$ cat config.mk
export PLATFORM = sky130hd
export DESIGN_NAME = mc_control_fsm
export DESIGN_NICKNAME = d
export VERILOG_FILES = /design/src/rtl/mc_control_fsm.sv
export SDC_FILE = /design/constraint.sdc
export NUM_CORES = 1
export LEC_CHECK = 0
export ABC_AREA = 0
export CAP_MARGIN = 20
export CORE_UTILIZATION = 50
export DETAILED_ROUTE_END_ITERATION = 12
export GPL_ROUTABILITY_DRIVEN = 0
export PLACE_DENSITY_LB_ADDON = 0.1
export SYNTH_ARGS = -nofsm -noshare
export SYNTH_HDL_FRONTEND = slang
export SYNTH_SLANG_ARGS = --single-unit
$ cat constraint.sdc
create_clock -name clk -period 5.7 [get_ports clk]
set_input_delay 0.57 -clock clk [delete_from_list [all_inputs] [get_ports clk]]
set_output_delay 0.57 -clock clk [all_outputs]
set_load 0.01 [all_outputs]
$ cat src/rtl/mc_control_fsm.sv
`default_nettype none
// -----------------------------------------------------------------------------
// mc_control_fsm : multi-cycle RV32I control sequencer (fetch/decode/exec/wb)
// rev 1.0
// -----------------------------------------------------------------------------
module mc_control_fsm #(
  parameter int CNT_WIDTH = 32
) (
  input  logic                 clk,
  input  logic                 rst,
  input  logic [6:0]           op,
  input  logic [2:0]           funct3,
  input  logic                 funct7b5,
  input  logic                 EQ,
  input  logic                 MemReady,
  output logic                 PCWrite,
  output logic                 AdrSrc,
  output logic                 MemWrite,
  output logic                 IRWrite,
  output logic [1:0]           ResultSrc,
  output logic [1:0]           ALUSrcA,
  output logic [1:0]           ALUSrcB,
  output logic [1:0]           ImmSrc,
  output logic [2:0]           ALUctrl,
  output logic                 RegWrite,
  output logic                 Illegal,
  output logic [CNT_WIDTH-1:0] InstRet
);

  typedef enum logic [3:0] {
    S_FETCH    = 4'd0,
    S_DECODE   = 4'd1,
    S_MEMADR   = 4'd2,
    S_MEMREAD  = 4'd3,
    S_MEMWB    = 4'd4,
    S_MEMWRITE = 4'd5,
    S_EXECR    = 4'd6,
    S_EXECI    = 4'd7,
    S_ALUWB    = 4'd8,
    S_BRANCH   = 4'd9,
    S_JAL      = 4'd10,
    S_ILLEGAL  = 4'd11
  } state_t;

  localparam logic [6:0] c_OP_LW   = 7'b0000011;
  localparam logic [6:0] c_OP_SW   = 7'b0100011;
  localparam logic [6:0] c_OP_R    = 7'b0110011;
  localparam logic [6:0] c_OP_I    = 7'b0010011;
  localparam logic [6:0] c_OP_BR   = 7'b1100011;
  localparam logic [6:0] c_OP_JAL  = 7'b1101111;

  state_t               state_q, state_d;
  logic [CNT_WIDTH-1:0] instret_q, instret_d;
  logic                 illegal_q, illegal_d;
  logic                 retire;

  // Subtract only for R-type funct3=000 with funct7b5 set; I-type always adds.
  function automatic logic [2:0] alu_decode(input logic [2:0] f3, input logic sub_ok);
    logic [2:0] ctrl;
    ctrl = 3'b000;
    case (f3)
      3'b000:  ctrl = sub_ok ? 3'b001 : 3'b000;
      3'b100:  ctrl = 3'b100;
      3'b110:  ctrl = 3'b011;
      3'b111:  ctrl = 3'b010;
      3'b010:  ctrl = 3'b101;
      3'b001:  ctrl = 3'b110;
      3'b101:  ctrl = 3'b111;
      default: ctrl = 3'b000;
    endcase
    return ctrl;
  endfunction

  always_ff @(posedge clk) begin
    if (rst) begin
      state_q   <= S_FETCH;
      instret_q <= '0;
      illegal_q <= 1'b0;
    end else begin
      state_q   <= state_d;
      instret_q <= instret_d;
      illegal_q <= illegal_d;
    end
  end

  always_comb begin
    state_d   = state_q;
    PCWrite   = 1'b0;
    AdrSrc    = 1'b0;
    MemWrite  = 1'b0;
    IRWrite   = 1'b0;
    ResultSrc = 2'b00;
    ALUSrcA   = 2'b00;
    ALUSrcB   = 2'b00;
    ImmSrc    = 2'b00;
    ALUctrl   = 3'b000;
    RegWrite  = 1'b0;
    retire    = 1'b0;

    case (state_q)
      S_FETCH: begin
        ALUSrcB   = 2'b10;
        ResultSrc = 2'b10;
        if (MemReady) begin
          IRWrite = 1'b1;
          PCWrite = 1'b1;
          state_d = S_DECODE;
        end
      end
      S_DECODE: begin
        ALUSrcA = 2'b01;
        ALUSrcB = 2'b01;
        ImmSrc  = 2'b10;
        case (op)
          c_OP_LW, c_OP_SW: state_d = S_MEMADR;
          c_OP_R:           state_d = S_EXECR;
          c_OP_I:           state_d = S_EXECI;
          c_OP_BR:          state_d = S_BRANCH;
          c_OP_JAL:         state_d = S_JAL;
          default:          state_d = S_ILLEGAL;
        endcase
      end
      S_MEMADR: begin
        ALUSrcA = 2'b10;
        ALUSrcB = 2'b01;
        // op[5] separates sw (0100011) from lw (0000011)
        ImmSrc  = op[5] ? 2'b01 : 2'b00;
        state_d = op[5] ? S_MEMWRITE : S_MEMREAD;
      end
      S_MEMREAD: begin
        AdrSrc = 1'b1;
        if (MemReady) state_d = S_MEMWB;
      end
      S_MEMWB: begin
        ResultSrc = 2'b01;
        RegWrite  = 1'b1;
        retire    = 1'b1;
        state_d   = S_FETCH;
      end
      S_MEMWRITE: begin
        AdrSrc   = 1'b1;
        MemWrite = 1'b1;
        if (MemReady) begin
          retire  = 1'b1;
          state_d = S_FETCH;
        end
      end
      S_EXECR: begin
        ALUSrcA = 2'b10;
        ALUSrcB = 2'b00;
        ALUctrl = alu_decode(funct3, funct7b5);
        state_d = S_ALUWB;
      end
      S_EXECI: begin
        ALUSrcA = 2'b10;
        ALUSrcB = 2'b01;
        ALUctrl = alu_decode(funct3, 1'b0);
        state_d = S_ALUWB;
      end
      S_ALUWB: begin
        RegWrite = 1'b1;
        retire   = 1'b1;
        state_d  = S_FETCH;
      end
      S_BRANCH: begin
        ALUSrcA = 2'b10;
        ALUSrcB = 2'b00;
        ALUctrl = 3'b001;
        case (funct3)
          3'b000:  PCWrite = EQ;
          3'b001:  PCWrite = ~EQ;
          default: PCWrite = 1'b0;
        endcase
        retire  = 1'b1;
        state_d = S_FETCH;
      end
      S_JAL: begin
        ALUSrcA = 2'b01;
        ALUSrcB = 2'b10;
        PCWrite = 1'b1;
        state_d = S_ALUWB;
      end
      S_ILLEGAL: state_d = S_ILLEGAL;
      default:   state_d = S_FETCH;
    endcase

    // Reset overrides everything so no write escapes while it is held.
    if (rst) begin
      PCWrite   = 1'b0;
      AdrSrc    = 1'b0;
      MemWrite  = 1'b0;
      IRWrite   = 1'b0;
      ResultSrc = 2'b00;
      ALUSrcA   = 2'b00;
      ALUSrcB   = 2'b00;
      ImmSrc    = 2'b00;
      ALUctrl   = 3'b000;
      RegWrite  = 1'b0;
    end
  end

  always_comb begin
    instret_d = instret_q + {{(CNT_WIDTH-1){1'b0}}, retire};
    illegal_d = illegal_q | (state_q == S_ILLEGAL);
  end

  assign Illegal = illegal_q;
  assign InstRet = instret_q;

endmodule
`default_nettype wire

==> results of run 1 <==
## routing by layer
metal / up-vias / routed length (µm) / share of wire / GRT usage
met5: - / 0 / 0 / 0
met2: 69 / 2140 / 0.45 / 0.376
met3: 6 / 341 / 0.071 / 0.0719
met4: 0 / 58 / 0.012 / 0.0984
met1: 959 / 2260 / 0.47 / 0.292
li1: 1042 / - / - / -
## worst paths after layout
path,endpoint,cells after the start,slack [ns]
setup / recovery,ALUSrcB[0],4,2.42
hold / removal,Illegal,2,0.48
setup reg to reg,InstRet[30],10,2.71
hold reg to reg,Illegal,2,0.48
## cell usage in the layout, fill, tap and decap left out, types with 3 or more instances in the layout
master / synthesis / final
sky130_fd_sc_hd__nand2_1: 15 / 15
sky130_fd_sc_hd__nand2b_1: 4 / 4
sky130_fd_sc_hd__nor2b_1: 5 / 5
sky130_fd_sc_hd__nand4_1: 12 / 12
sky130_fd_sc_hd__a21oi_1: 15 / 15
sky130_fd_sc_hd__nor4_1: 3 / 3
sky130_fd_sc_hd__inv_1: 5 / 5
sky130_fd_sc_hd__o21ai_0: 11 / 11
sky130_fd_sc_hd__dfxtp_1: 37 / 37
sky130_fd_sc_hd__or3_1: 4 / 4
sky130_fd_sc_hd__nand3_1: 17 / 17
sky130_fd_sc_hd__clkbuf_8: 0 / 6
sky130_fd_sc_hd__xnor2_1: 7 / 7
sky130_fd_sc_hd__clkdlybuf4s50_1: 0 / 63
sky130_fd_sc_hd__nor2_1: 44 / 44
sky130_fd_sc_hd__xor2_1: 21 / 21
sky130_fd_sc_hd__and3_1: 7 / 7
sky130_fd_sc_hd__nor3_1: 10 / 10
## sequential cells by signal, indices dropped and copies added (netlist names)
register / cells
InstRet: 32
state_q: 4
Illegal: 1
## Yosys cell counts, types with 2 or more instances
cell type / instances / area (µm²)
sky130_fd_sc_hd__a21oi_1: 15 / 75.1
sky130_fd_sc_hd__nor2b_1: 5 / 31.3
sky130_fd_sc_hd__nand3b_1: 2 / 15.0
sky130_fd_sc_hd__o21ai_0: 11 / 55.1
sky130_fd_sc_hd__nand3_1: 17 / 85.1
sky130_fd_sc_hd__inv_1: 5 / 18.8
sky130_fd_sc_hd__or3_1: 4 / 25.0
sky130_fd_sc_hd__buf_6: 2 / 22.5
sky130_fd_sc_hd__a31oi_1: 2 / 12.5
sky130_fd_sc_hd__xnor2_1: 7 / 61.3
sky130_fd_sc_hd__nand4_2: 2 / 25.0
sky130_fd_sc_hd__clkbuf_1: 12 / 45.0
sky130_fd_sc_hd__nand4_1: 12 / 75.1
sky130_fd_sc_hd__a21boi_0: 2 / 15.0
sky130_fd_sc_hd__nor2_1: 44 / 165
sky130_fd_sc_hd__nand2_1: 15 / 56.3
sky130_fd_sc_hd__and4_1: 2 / 17.5
sky130_fd_sc_hd__nor3_1: 10 / 50.1
sky130_fd_sc_hd__dfxtp_1: 37 / 741
sky130_fd_sc_hd__and3_1: 7 / 43.8
sky130_fd_sc_hd__xor2_1: 21 / 184
sky130_fd_sc_hd__ha_1: 2 / 25.0
sky130_fd_sc_hd__and2_1: 2 / 12.5
sky130_fd_sc_hd__nor4_1: 3 / 18.8
sky130_fd_sc_hd__nand2b_1: 4 / 25.0
## power breakdown
part	internal (mW)	switching (mW)	total, mW
logic	0.101	0.0914	0.193
registers	0.270	0.0405	0.310
clock network	0.143	0.0920	0.235
total	0.514	0.224	0.738
## kinds of logic (layout without fill, tap and decap cells)
| group | count (synthesis) | after routing | share of synthesized area |
|---|---|---|---|
| flops | 37 | 37 | 0.353 |
| mux | 1 | 1 | 0.00477 |
| fa+ha+maj | 2 | 2 | 0.0119 |
| compound gates | 38 | 38 | 0.106 |
| buf+inv | 19 | 77 | 0.0411 |
| simple gates | 140 | 140 | 0.367 |
| xor+xnor | 28 | 28 | 0.117 |
## worst max-delay path, delay by kind of cell
kind | cells | cell delay, ns
AOI/OAI and AO/OA | 1 | 0.26
and+or+nand+nor | 1 | 0.46
buffers and inverters | 2 | 1.42
## through the flow
step                      cells  power [mW]  area (µm²)  hold slack [ns]  setup slack [ns]
final                       373       0.738        2850            0.476              2.42
after global routing        373       0.777        2850            0.529              2.20
after CTS                   373       0.743        2850            0.483              2.39
after detailed placement    365       0.507        2730            0.467              2.32
after global placement      365       0.508        2730            0.450              2.40
after floorplan             265       0.428        2100            0.500              3.17
## layout make-up
cell class	count	share of cell area
flip-flops and latches	37	0.260
repair buffers	64	0.224
multi-input cells	209	0.446
well taps	50	0.0220
inverters	5	0.00659
clock buffers	7	0.0303
clock inverters	1	0.0105
==> impl_summary.txt, run 1 <==
----------------------------------------------------
[Status]
  Outcome ... finished, violations left
  Failing checks ... DRC

[Floorplanning]
  Height of the die ... approximately 67 µm
  Core area ... 0.00403 mm²
  Area enclosed by the die boundary ... roughly 0.0045 mm²
  FP Rows ... 23
  Top-Level Pins ... 64
  Die boundary width ... between 60 and 70 µm
  Starting density of the core ... 0.521

[GRT]
  First-pass GRT wire length ... 8.11 mm
  Aggregate global-route resource usage ... 0.236
  Initial antenna violation count ... 0
  Global-route congestion overflow total ... 0
  Largest net degree at the start of global routing ... 24
  Via count of the first global-routing pass ... about 1900

[Logic synthesis]
  Count of flip-flops with a built-in enable after synthesis ... 0
  Synth Cell Area ... between 0.002 and 0.0025 mm²
  Number of nets in the synthesized netlist ... roughly 280
  Fraction of the yosys area taken by sequential cells ... 0.353
  Async set-reset flop share out of synthesis ... 0
  Post-synthesis instance total ... 265
  Avg Synthesized Cell Area ... 7.92 µm²
  Prevailing post-synth register cell ... sky130_fd_sc_hd__dfxtp_1
  Count of cell types in the netlist ... 45
  Count of synthesis-stage warnings from yosys ... 0
  Number of synthesized register bits ... 37

[Clock network]
  Clock latency on the worst-skew pair ... around 0.28 ns
  H-tree Lvls ... 2
  Clock tree from TritonCTS ... yes
  Post-cts resize count ... 0
  CTS hold repair buffers ... 0
  Post-CTS setup-driven buffer insertion count ... 0
  Clock-pin slew on the worst setup and hold paths ... about 0.07 ns
  Clock Sink Count ... 37
  TritonCTS buffer count ... 5
  Largest buffer count on any clock path ... 2
  Library cell used as clock root buffer ... sky130_fd_sc_hd__clkbuf_8

[Critical path]
  Worst-path cell with the longest stage delay ... sky130_fd_sc_hd__clkdlybuf4s50_1
  Crit path DAT ... about 2.7 ns
  Launching element type of the critical path ... primary input
  Critical path's most frequent cell ... sky130_fd_sc_hd__clkdlybuf4s50_1
  Critical path peak fanout ... 23
  Cells traversed along the worst timing path ... clkdlybuf4s50_1, nor2_1, a21boi_0, clkdlybuf4s50_1
  Largest stage delay on the critical path ... 0.84 ns
  Capturing element type of the critical path ... output port
  Required time of the critical path ... a little over 5 ns
  Origin of the worst setup path ... rst
  Start-to-end type of the worst setup path ... in2out
  Reg2reg start ... state_q[2]

[Drt]
  Detailed Routing Iterations Pass 1 ... 11
  Antenna Violating Nets Remaining ... 0
  Total vias in the final route ... 2076
  Iteration-0 DRC Markers ... 154
  Routed wire length per instance ... about 13 µm
  DRC viols ... 2
  Routed Wire Length ... 4.80 mm
  DR vias/cell ... ~5.6

[Timing]
  Final Cycle Share ... 0.576
  Hold Vio Cnt, Final ... 0
  Final period demand of the worst path ... around 3.3 ns
  Setup violations, final ... 0
  Fin Clk Skew ... ~0.0019 ns
  Remaining max-slew budget at the tightest pin ... 0.439
  Maximum clock frequency ... approximately 300 MHz
  Transition at the pin with the smallest max-transition slack ... roughly 0.84 ns
  Setup_tns ... 0 ns
  Number of pins exceeding their max-slew limit in the final report ... 0
  Setup repair after global routing missed its margin ... no

[Cells and area]
  FF+latch area ... 741 µm²
  Fill count ... roughly 340
  Fraction of layout cells with a size suffix above 1 ... 0.0557
  Utilization of the core after routing ... 0.707
  Layout overhead on the synthesized area ... 35.7%
  Fin nets ... between 300 and 400
  Antenna fix cells ... 0
  Multi-input gate area ... 0.00127 mm²

[Hold path]
  HP Class ... reg2reg
  Hold Crit Start ... Illegal

[Job]
  Number of maximum-capacitance constraint violations ... 0

[Place]
  Total half-perimeter wirelength after legalization and detailed placement ... between 3 and 4 mm
  Number of port buffers ... between 60 and 70

[Pwr]
  Total power per unit cell area ... 259 mW/mm²
  Worst IR drop on VDD ... about 0.00018 V
  Cell leakage power ... ~1 nW

----------------------------------------------------
Power figures use the tool's default switching activity.
==> run 2, diff against run 1 <==
--- a/config.mk
+++ b/config.mk
@@ -7,7 +7,7 @@
 export LEC_CHECK = 0
 export ABC_AREA = 0
 export CAP_MARGIN = 20
-export CORE_UTILIZATION = 50
+export CORE_UTILIZATION = 42
 export DETAILED_ROUTE_END_ITERATION = 12
 export GPL_ROUTABILITY_DRIVEN = 0
 export PLACE_DENSITY_LB_ADDON = 0.1
==> constraint.sdc (replaced) <==
create_clock -name clk -period 2.7 [get_ports clk]
set_input_delay 0.27 -clock clk [delete_from_list [all_inputs] [get_ports clk]]
set_output_delay 0.27 -clock clk [all_outputs]
set_load 0.01 [all_outputs]
==> run 2 against run 1 <==
  * The run now ends clean
  * Clock skew is 0.0027 ns higher
  * Non-clock buffer count is 13 higher
  * Hold slack better by 0.0064 ns
  * Register-to-register slack worse by 2.2 ns
  * Utilization is 9.2 points lower
  * Sequential power is 96% higher
  * Clock-buffer cell count is 2 lower
  * Largest cell class unchanged
  * Largest power group unchanged
==> impl_summary.txt, run 2 (synthesized netlist as in run 1, its figures left out) <==
----------------------------------------------------
[Floorplanning]
  FP Rows ... 25 (was 23)
  Area enclosed by the die boundary ... 0.00528 mm² (was 0.00446 mm²)
  Die boundary width ... 72.7 µm (was 66.8 µm)
  Height of the die ... 72.7 µm (was 66.8 µm)
  Core area ... 0.00475 mm² (was 0.00403 mm²)
  Starting density of the core ... 0.441 (was 0.521)
  Top-Level Pins ... 64 (unchanged)

[Cells and area]
  Fill count ... 466 (was 336)
  FF+latch area ... 741 µm² (unchanged)
  Fin nets ... 352 (was 339)
  Fraction of layout cells with a size suffix above 1 ... 0.0898 (was 0.0557)
  Multi-input gate area ... 0.00127 mm² (unchanged)
  Final cell count without fillers ... 401 (was 373)
  Flip-flop count of the largest register, all copies and words added ... 32 (unchanged)
  Most frequent cells in the layout ... 63 x sky130_fd_sc_hd__clkdlybuf4s50_1, 44 x sky130_fd_sc_hd__nor2_1, 37 x sky130_fd_sc_hd__dfxtp_1 (unchanged)
  Leading cell type in the layout, fill and taps excluded ... sky130_fd_sc_hd__clkdlybuf4s50_1 (unchanged)
  Utilization of the core after routing ... 0.615 (was 0.707)
  Layout overhead on the synthesized area ... 39.4% (was 35.7%)
  Antenna fix cells ... 0 (unchanged)

[Critical path]
  Crit path DAT ... 2.23 ns (was 2.71 ns)
  Launching element type of the critical path ... flip-flop (was primary input)
  Capturing element type of the critical path ... output port (unchanged)
  Required time of the critical path ... 2.43 ns (was 5.13 ns)
  Critical path peak fanout ... 20 (was 23)
  Start-to-end type of the worst setup path ... reg2out (was in2out)

[Timing]
  Final Cycle Share ... 0.927
  Remaining max-slew budget at the tightest pin ... 0.568 (was 0.439)
  Hold Vio Cnt, Final ... 0 (unchanged)
  Fin Clk Skew ... 0.00461 ns (was 0.00190 ns)
  Setup violations, final ... 0 (unchanged)
  Number of pins exceeding their max-slew limit in the final report ... 0 (unchanged)
  Setup repair after global routing missed its margin ... no (unchanged)
  Maximum clock frequency ... around 400 MHz
  Worst hold slack after final layout ... 0.483 ns (was 0.476 ns)
  Transition at the pin with the smallest max-transition slack ... 0.647 ns (was 0.839 ns)
  Final period demand of the worst path ... 2.50 ns
  Setup_tns ... 0 ns (unchanged)

[Clock network]
  CTS hold repair buffers ... 0 (unchanged)
  H-tree Lvls ... 2 (unchanged)
  Clock Sink Count ... 37 (unchanged)
  TritonCTS buffer count ... 5 (unchanged)
  Largest buffer count on any clock path ... 2 (unchanged)
  Clock tree from TritonCTS ... yes (unchanged)
  Clock-pin slew on the worst setup and hold paths ... 0.07 ns (about the same)
  Library cell used as clock root buffer ... sky130_fd_sc_hd__clkbuf_8 (unchanged)
  Clock latency on the worst-skew pair ... 0.28 ns (about the same)
  Post-CTS setup-driven buffer insertion count ... 0 (unchanged)
  Post-cts resize count ... 0 (unchanged)

[GRT]
  First-pass GRT wire length ... 8.78 mm (was 8.11 mm)
  Via count of the first global-routing pass ... 1915 (was 1868)
  Aggregate global-route resource usage ... 0.209 (was 0.236)
  Largest net degree at the start of global routing ... 35 (was 24)
  Global-route congestion overflow total ... 0 (unchanged)
  Initial antenna violation count ... 0 (unchanged)

[Place]
  Number of port buffers ... 63 (unchanged)
  Total half-perimeter wirelength after legalization and detailed placement ... 3.65 mm (was 3.54 mm)
  Placed cell count ... 395 (was 365)

[Pwr]
  Cell leakage power ... 1.07 nW (was 1.02 nW)
  Total power per unit cell area ... 491 mW/mm² (was 259 mW/mm²)
  Worst IR drop on VDD ... 0.000333 V (was 0.000175 V)

[Hold path]
  HP Class ... reg2reg (unchanged)

[Drt]
  DR vias/cell ... 5.18 (was 5.57)
  Total vias in the final route ... 2079 (was 2076)
  Iteration-0 DRC Markers ... 66 (was 154)
  Antenna Violating Nets Remaining ... 0 (unchanged)
  Routed wire length per instance ... 12.4 µm (was 12.9 µm)
  DRC viols ... 0 (was 2)
  Detailed Routing Iterations Pass 1 ... 4 (was 11)
  Routed Wire Length ... 4.96 mm (was 4.80 mm)

[Job]
  Number of maximum-capacitance constraint violations ... 0 (unchanged)

[Status]
  Outcome ... completed (was finished, violations left)

----------------------------------------------------
==> run 2: cell type report <==
cell class,count,share of cell area
clock inverters,1,0.00171
flip-flops and latches,37,0.253
repair buffers,77,0.252
inverters,5,0.00642
clock buffers,5,0.0235
well taps,67,0.0287
multi-input cells,209,0.435
==> run 2: routing by layer <==
layer,vias up,global-route usage,wire (µm),part of all wire
met5,-,0,0,0
met4,0,0.0588,32,0.0065
met3,2,0.0497,251,0.051
met2,62,0.323,2260,0.46
met1,949,0.291,2420,0.49
li1,1066,-,-,-
==> run 2: worst max-delay path: stages, from the launching register on <==
cell	delay, ns
sky130_fd_sc_hd__dfxtp_1	0.74
sky130_fd_sc_hd__nor2b_1	0.41
sky130_fd_sc_hd__a31oi_1	0.14
sky130_fd_sc_hd__nor2_1	0.12
sky130_fd_sc_hd__clkdlybuf4s50_1	0.55
==> run 2: stage by stage <==
| step | instance area (µm²) | setup slack [ns] | power [mW] |
|---|---|---|---|
| finish | 2920 | 0.198 | 1.44 |
| global route | 2920 | 0.0583 | 1.53 |
| CTS | 2920 | 0.219 | 1.45 |
| detailed placement | 2850 | 0.0571 | 1.09 |
| global placement | 2850 | 0.0824 | 1.09 |
| floorplan | 2100 | 0.168 | 0.905 |
==> run 2: final timing paths <==
path / startpoint / endpoint / slack [ns] / depth (start not counted)
min: Illegal / Illegal / 0.48 / 2
max: state_q[1] / ALUctrl[0] / 0.20 / 4
min reg2reg: Illegal / Illegal / 0.48 / 2
max reg2reg: state_q[2] / InstRet[28] / 0.54 / 11
==> run 2: report_power, final <==
| group | switching [mW] | internal [mW] |
|---|---|---|
| clock | 0.182 | 0.170 |
| combinational | 0.242 | 0.233 |
| sequential | 0.0393 | 0.570 |
| total | 0.463 | 0.973 |
==> run 3, diff against run 2 <==
--- a/config.mk
+++ b/config.mk
@@ -7,10 +7,11 @@
 export LEC_CHECK = 0
 export ABC_AREA = 0
 export CAP_MARGIN = 20
-export CORE_UTILIZATION = 42
+export CORE_UTILIZATION = 47
 export DETAILED_ROUTE_END_ITERATION = 12
 export GPL_ROUTABILITY_DRIVEN = 0
 export PLACE_DENSITY_LB_ADDON = 0.1
+export SKIP_LAST_GASP = 1
 export SYNTH_ARGS = -nofsm -noshare
 export SYNTH_HDL_FRONTEND = slang
 export SYNTH_SLANG_ARGS = --single-unit
==> constraint.sdc (replaced) <==
create_clock -name clk -period 2.69 [get_ports clk]
set_input_delay 0.269 -clock clk [delete_from_list [all_inputs] [get_ports clk]]
set_output_delay 0.269 -clock clk [all_outputs]
set_load 0.01 [all_outputs]
==> run 3 against run 2 <==
  * Highest routed layer unchanged
  * Flip-flop and latch count unchanged
  * Critical path type is now in2reg
  * Non-clock buffer count up 1
  * Register-to-register slack worse by 0.16 ns
  * Worst setup slack better by 0.048 ns
  * Global-route usage up 3.4 points
  * Utilization up 9.1 points
  * Critical endpoint is now InstRet[30]
  * Wire length up 5.1%
==> impl_summary.txt, run 3 (synthesized netlist as in run 1, its figures left out) <==
----------------------------------------------------
[Cells and area]
  Layout overhead on the synthesized area ... 39.5% (was 39.4%)
  Flip-flop count of the largest register, all copies and words added ... 32 (unchanged)
  Multi-input gate area ... 0.00127 mm² (unchanged)
  Final cell count without fillers ... 386 (was 401)
  Utilization of the core after routing ... 0.706 (was 0.615)
  Post-route cell area ... 0.00293 mm² (was 0.00292 mm²)
  Fraction of layout cells with a size suffix above 1 ... 0.0952 (was 0.0898)
  Fill count ... 373 (was 466)
  Most frequent cells in the layout ... 63 x sky130_fd_sc_hd__clkdlybuf4s50_1, 44 x sky130_fd_sc_hd__nor2_1, 37 x sky130_fd_sc_hd__dfxtp_1 (unchanged)
  Leading cell type in the layout, fill and taps excluded ... sky130_fd_sc_hd__clkdlybuf4s50_1 (unchanged)
  FF+latch area ... 741 µm² (unchanged)
  Fin nets ... 353 (was 352)
  Antenna fix cells ... 0 (unchanged)

[Pwr]
  Worst IR drop on VDD ... 0.000328 V (was 0.000333 V)
  Overall power of the completed layout ... 1.50 mW (was 1.44 mW)
  Total power per unit cell area ... 513 mW/mm² (was 491 mW/mm²)
  Switching Power ... 487 µW (was 463 µW)
  Cell leakage power ... 1.07 nW (about the same)
  Cell internal pwr ... 1.01 mW (was 973 µW)
  Sw Ratio ... 0.324 (was 0.322)
  Sequential share of power ... 0.393 (was 0.424)
  Portion of total power attributed to the clock network ... 0.268 (was 0.245)
  Comb pwr share ... 0.339 (was 0.331)

[Timing]
  Remaining max-slew budget at the tightest pin ... 0.748 (was 0.568)
  Maximum clock frequency ... roughly 410 MHz
  Final period demand of the worst path ... 2.44 ns
  Hold Vio Cnt, Final ... 0 (unchanged)
  Transition at the pin with the smallest max-transition slack ... 0.376 ns (was 0.647 ns)
  Setup violations, final ... 0 (unchanged)
  Setup repair after global routing missed its margin ... no (unchanged)
  Number of pins exceeding their max-slew limit in the final report ... 0 (unchanged)
  Setup_tns ... 0 ns (unchanged)
  Final Cycle Share ... 0.908
  Setup WS post-layout ... 0.247 ns (was 0.198 ns)
  Fin Clk Skew ... 0.00617 ns (was 0.00461 ns)
  Worst hold slack after final layout ... 0.486 ns (was 0.483 ns)

[Drt]
  Iteration-0 DRC Markers ... 129 (was 66)
  Antenna Violating Nets Remaining ... 0 (unchanged)
  DR vias/cell ... 5.58 (was 5.18)
  DRC viols ... 0 (unchanged)
  Total vias in the final route ... 2154 (was 2079)
  Routed Wire Length ... 5.21 mm (was 4.96 mm)
  Routed wire length per instance ... 13.5 µm (was 12.4 µm)
  Detailed Routing Iterations Pass 1 ... 4 (unchanged)

[Clock network]
  Clock tree from TritonCTS ... yes (unchanged)
  Largest buffer count on any clock path ... 2 (unchanged)
  CTS hold repair buffers ... 0 (unchanged)
  Library cell used as clock root buffer ... sky130_fd_sc_hd__clkbuf_8 (unchanged)
  Post-CTS setup-driven buffer insertion count ... 0 (unchanged)
  H-tree Lvls ... 2 (unchanged)
  Clock-pin slew on the worst setup and hold paths ... 0.08 ns (was 0.07 ns)
  Post-cts resize count ... 0 (unchanged)
  Clock latency on the worst-skew pair ... 0.29 ns (was 0.28 ns)
  TritonCTS buffer count ... 5 (unchanged)
  Clock Sink Count ... 37 (unchanged)

[Place]
  Total half-perimeter wirelength after legalization and detailed placement ... 3.81 mm (was 3.65 mm)
  Pre-CTS WS ... -0.0307 ns (was 0.0571 ns)
  Number of port buffers ... 63 (unchanged)
  Placed cell count ... 379 (was 395)
  Total cell area at the placement stage ... 0.00284 mm² (was 0.00285 mm²)

[Hold path]
  Hold Crit Start ... Illegal (unchanged)
  Cell depth of the worst min-delay path ... 2 (unchanged)
  Worst Hold Endpoint ... Illegal (unchanged)
  HP Class ... reg2reg (unchanged)

[Floorplanning]
  FP Rows ... 23 (was 25)
  Top-Level Pins ... 64 (unchanged)
  Die boundary width ... 68.8 µm (was 72.7 µm)
  Area enclosed by the die boundary ... 0.00474 mm² (was 0.00528 mm²)
  Core area ... 0.00414 mm² (was 0.00475 mm²)
  Starting density of the core ... 0.506 (was 0.441)
  Height of the die ... 68.8 µm (was 72.7 µm)

[GRT]
  Initial antenna violation count ... 0 (unchanged)
  First-pass GRT wire length ... 8.58 mm (was 8.78 mm)
  Global-route congestion overflow total ... 0 (unchanged)
  Aggregate global-route resource usage ... 0.243 (was 0.209)
  Largest net degree at the start of global routing ... 22 (was 35)
  Via count of the first global-routing pass ... 1943 (was 1915)

[Status]
  Outcome ... completed (unchanged)

[Critical path]
  Launching element type of the critical path ... primary input (was flip-flop)
  Critical register-to-register path endpoint ... InstRet[30] (was InstRet[28])
  Capturing element type of the critical path ... flip-flop (was output port)
  Required time of the critical path ... 2.92 ns (was 2.43 ns)
  Start-to-end type of the worst setup path ... in2reg (was reg2out)
  R2r worst-path depth ... 9 (was 11)
  Setup slack, reg-to-reg ... 0.38 ns (was 0.54 ns)
  Critical path peak fanout ... 6 (was 20)
  Crit path DAT ... 2.67 ns (was 2.23 ns)
  Reg2reg start ... state_q[3] (was state_q[2])

[Job]
  Number of maximum-capacitance constraint violations ... 0 (unchanged)

----------------------------------------------------
-- run 3: cell count changes in the layout (fill, tap and decap cells not counted), sizes merged --
cell	previous run	this run
clkinvlp	0	1
clkinv	1	0
buf	14	15
clkbuf	5	6
-- run 3: worst max path at each step --
stage               start     endpoint  slack (ns)  cells after the start
6_report         MemReady  InstRet[30]        0.25                     11
5_1_grt          MemReady  InstRet[18]        0.04                     12
4_1_cts          MemReady  InstRet[30]        0.27                     11
3_5_place_dp     MemReady  InstRet[30]       -0.03                     11
3_3_place_gp     MemReady  InstRet[30]        0.06                     11
2_1_floorplan  state_q[3]  InstRet[30]        0.16                     11
-- run 3: cell type report --
type | instances | share of cell area
timing repair buffer | 78 | 0.254
inverter | 5 | 0.00641
sequential | 37 | 0.253
tap | 50 | 0.0214
clock inverter | 1 | 0.00257
clock buffer | 6 | 0.0282
multi-input combinational | 209 | 0.434
-- run 3: layer usage --
layer  part of all wire  track usage  routed length (µm)
met1               0.45        0.299                2360
met2               0.49        0.420                2540
met3              0.051       0.0674                 267
met4             0.0073       0.0561                  38
met5                  0            0                   0
-- run 3: power groups by stage --
stage          clock, mW  sequential, mW  combinational [mW]
3_3_place_gp           0           0.603               0.500
6_report           0.403           0.590               0.509
5_1_grt            0.440           0.592               0.564
4_1_cts            0.409           0.590               0.511
3_5_place_dp           0           0.603               0.505
2_1_floorplan          0           0.594               0.313
-- run 3: critical path, cell delays in order --
cell and delay [ns]:
sky130_fd_sc_hd__clkdlybuf4s50_1 0.48, sky130_fd_sc_hd__inv_1 0.06, sky130_fd_sc_hd__a211o_1 0.30, sky130_fd_sc_hd__a21oi_1 0.17, sky130_fd_sc_hd__ha_1 0.20, sky130_fd_sc_hd__ha_1 0.18
sky130_fd_sc_hd__nand4_2 0.20, sky130_fd_sc_hd__nor3_4 0.26, sky130_fd_sc_hd__nand3_1 0.12, sky130_fd_sc_hd__or3_1 0.31, sky130_fd_sc_hd__a21oi_1 0.13
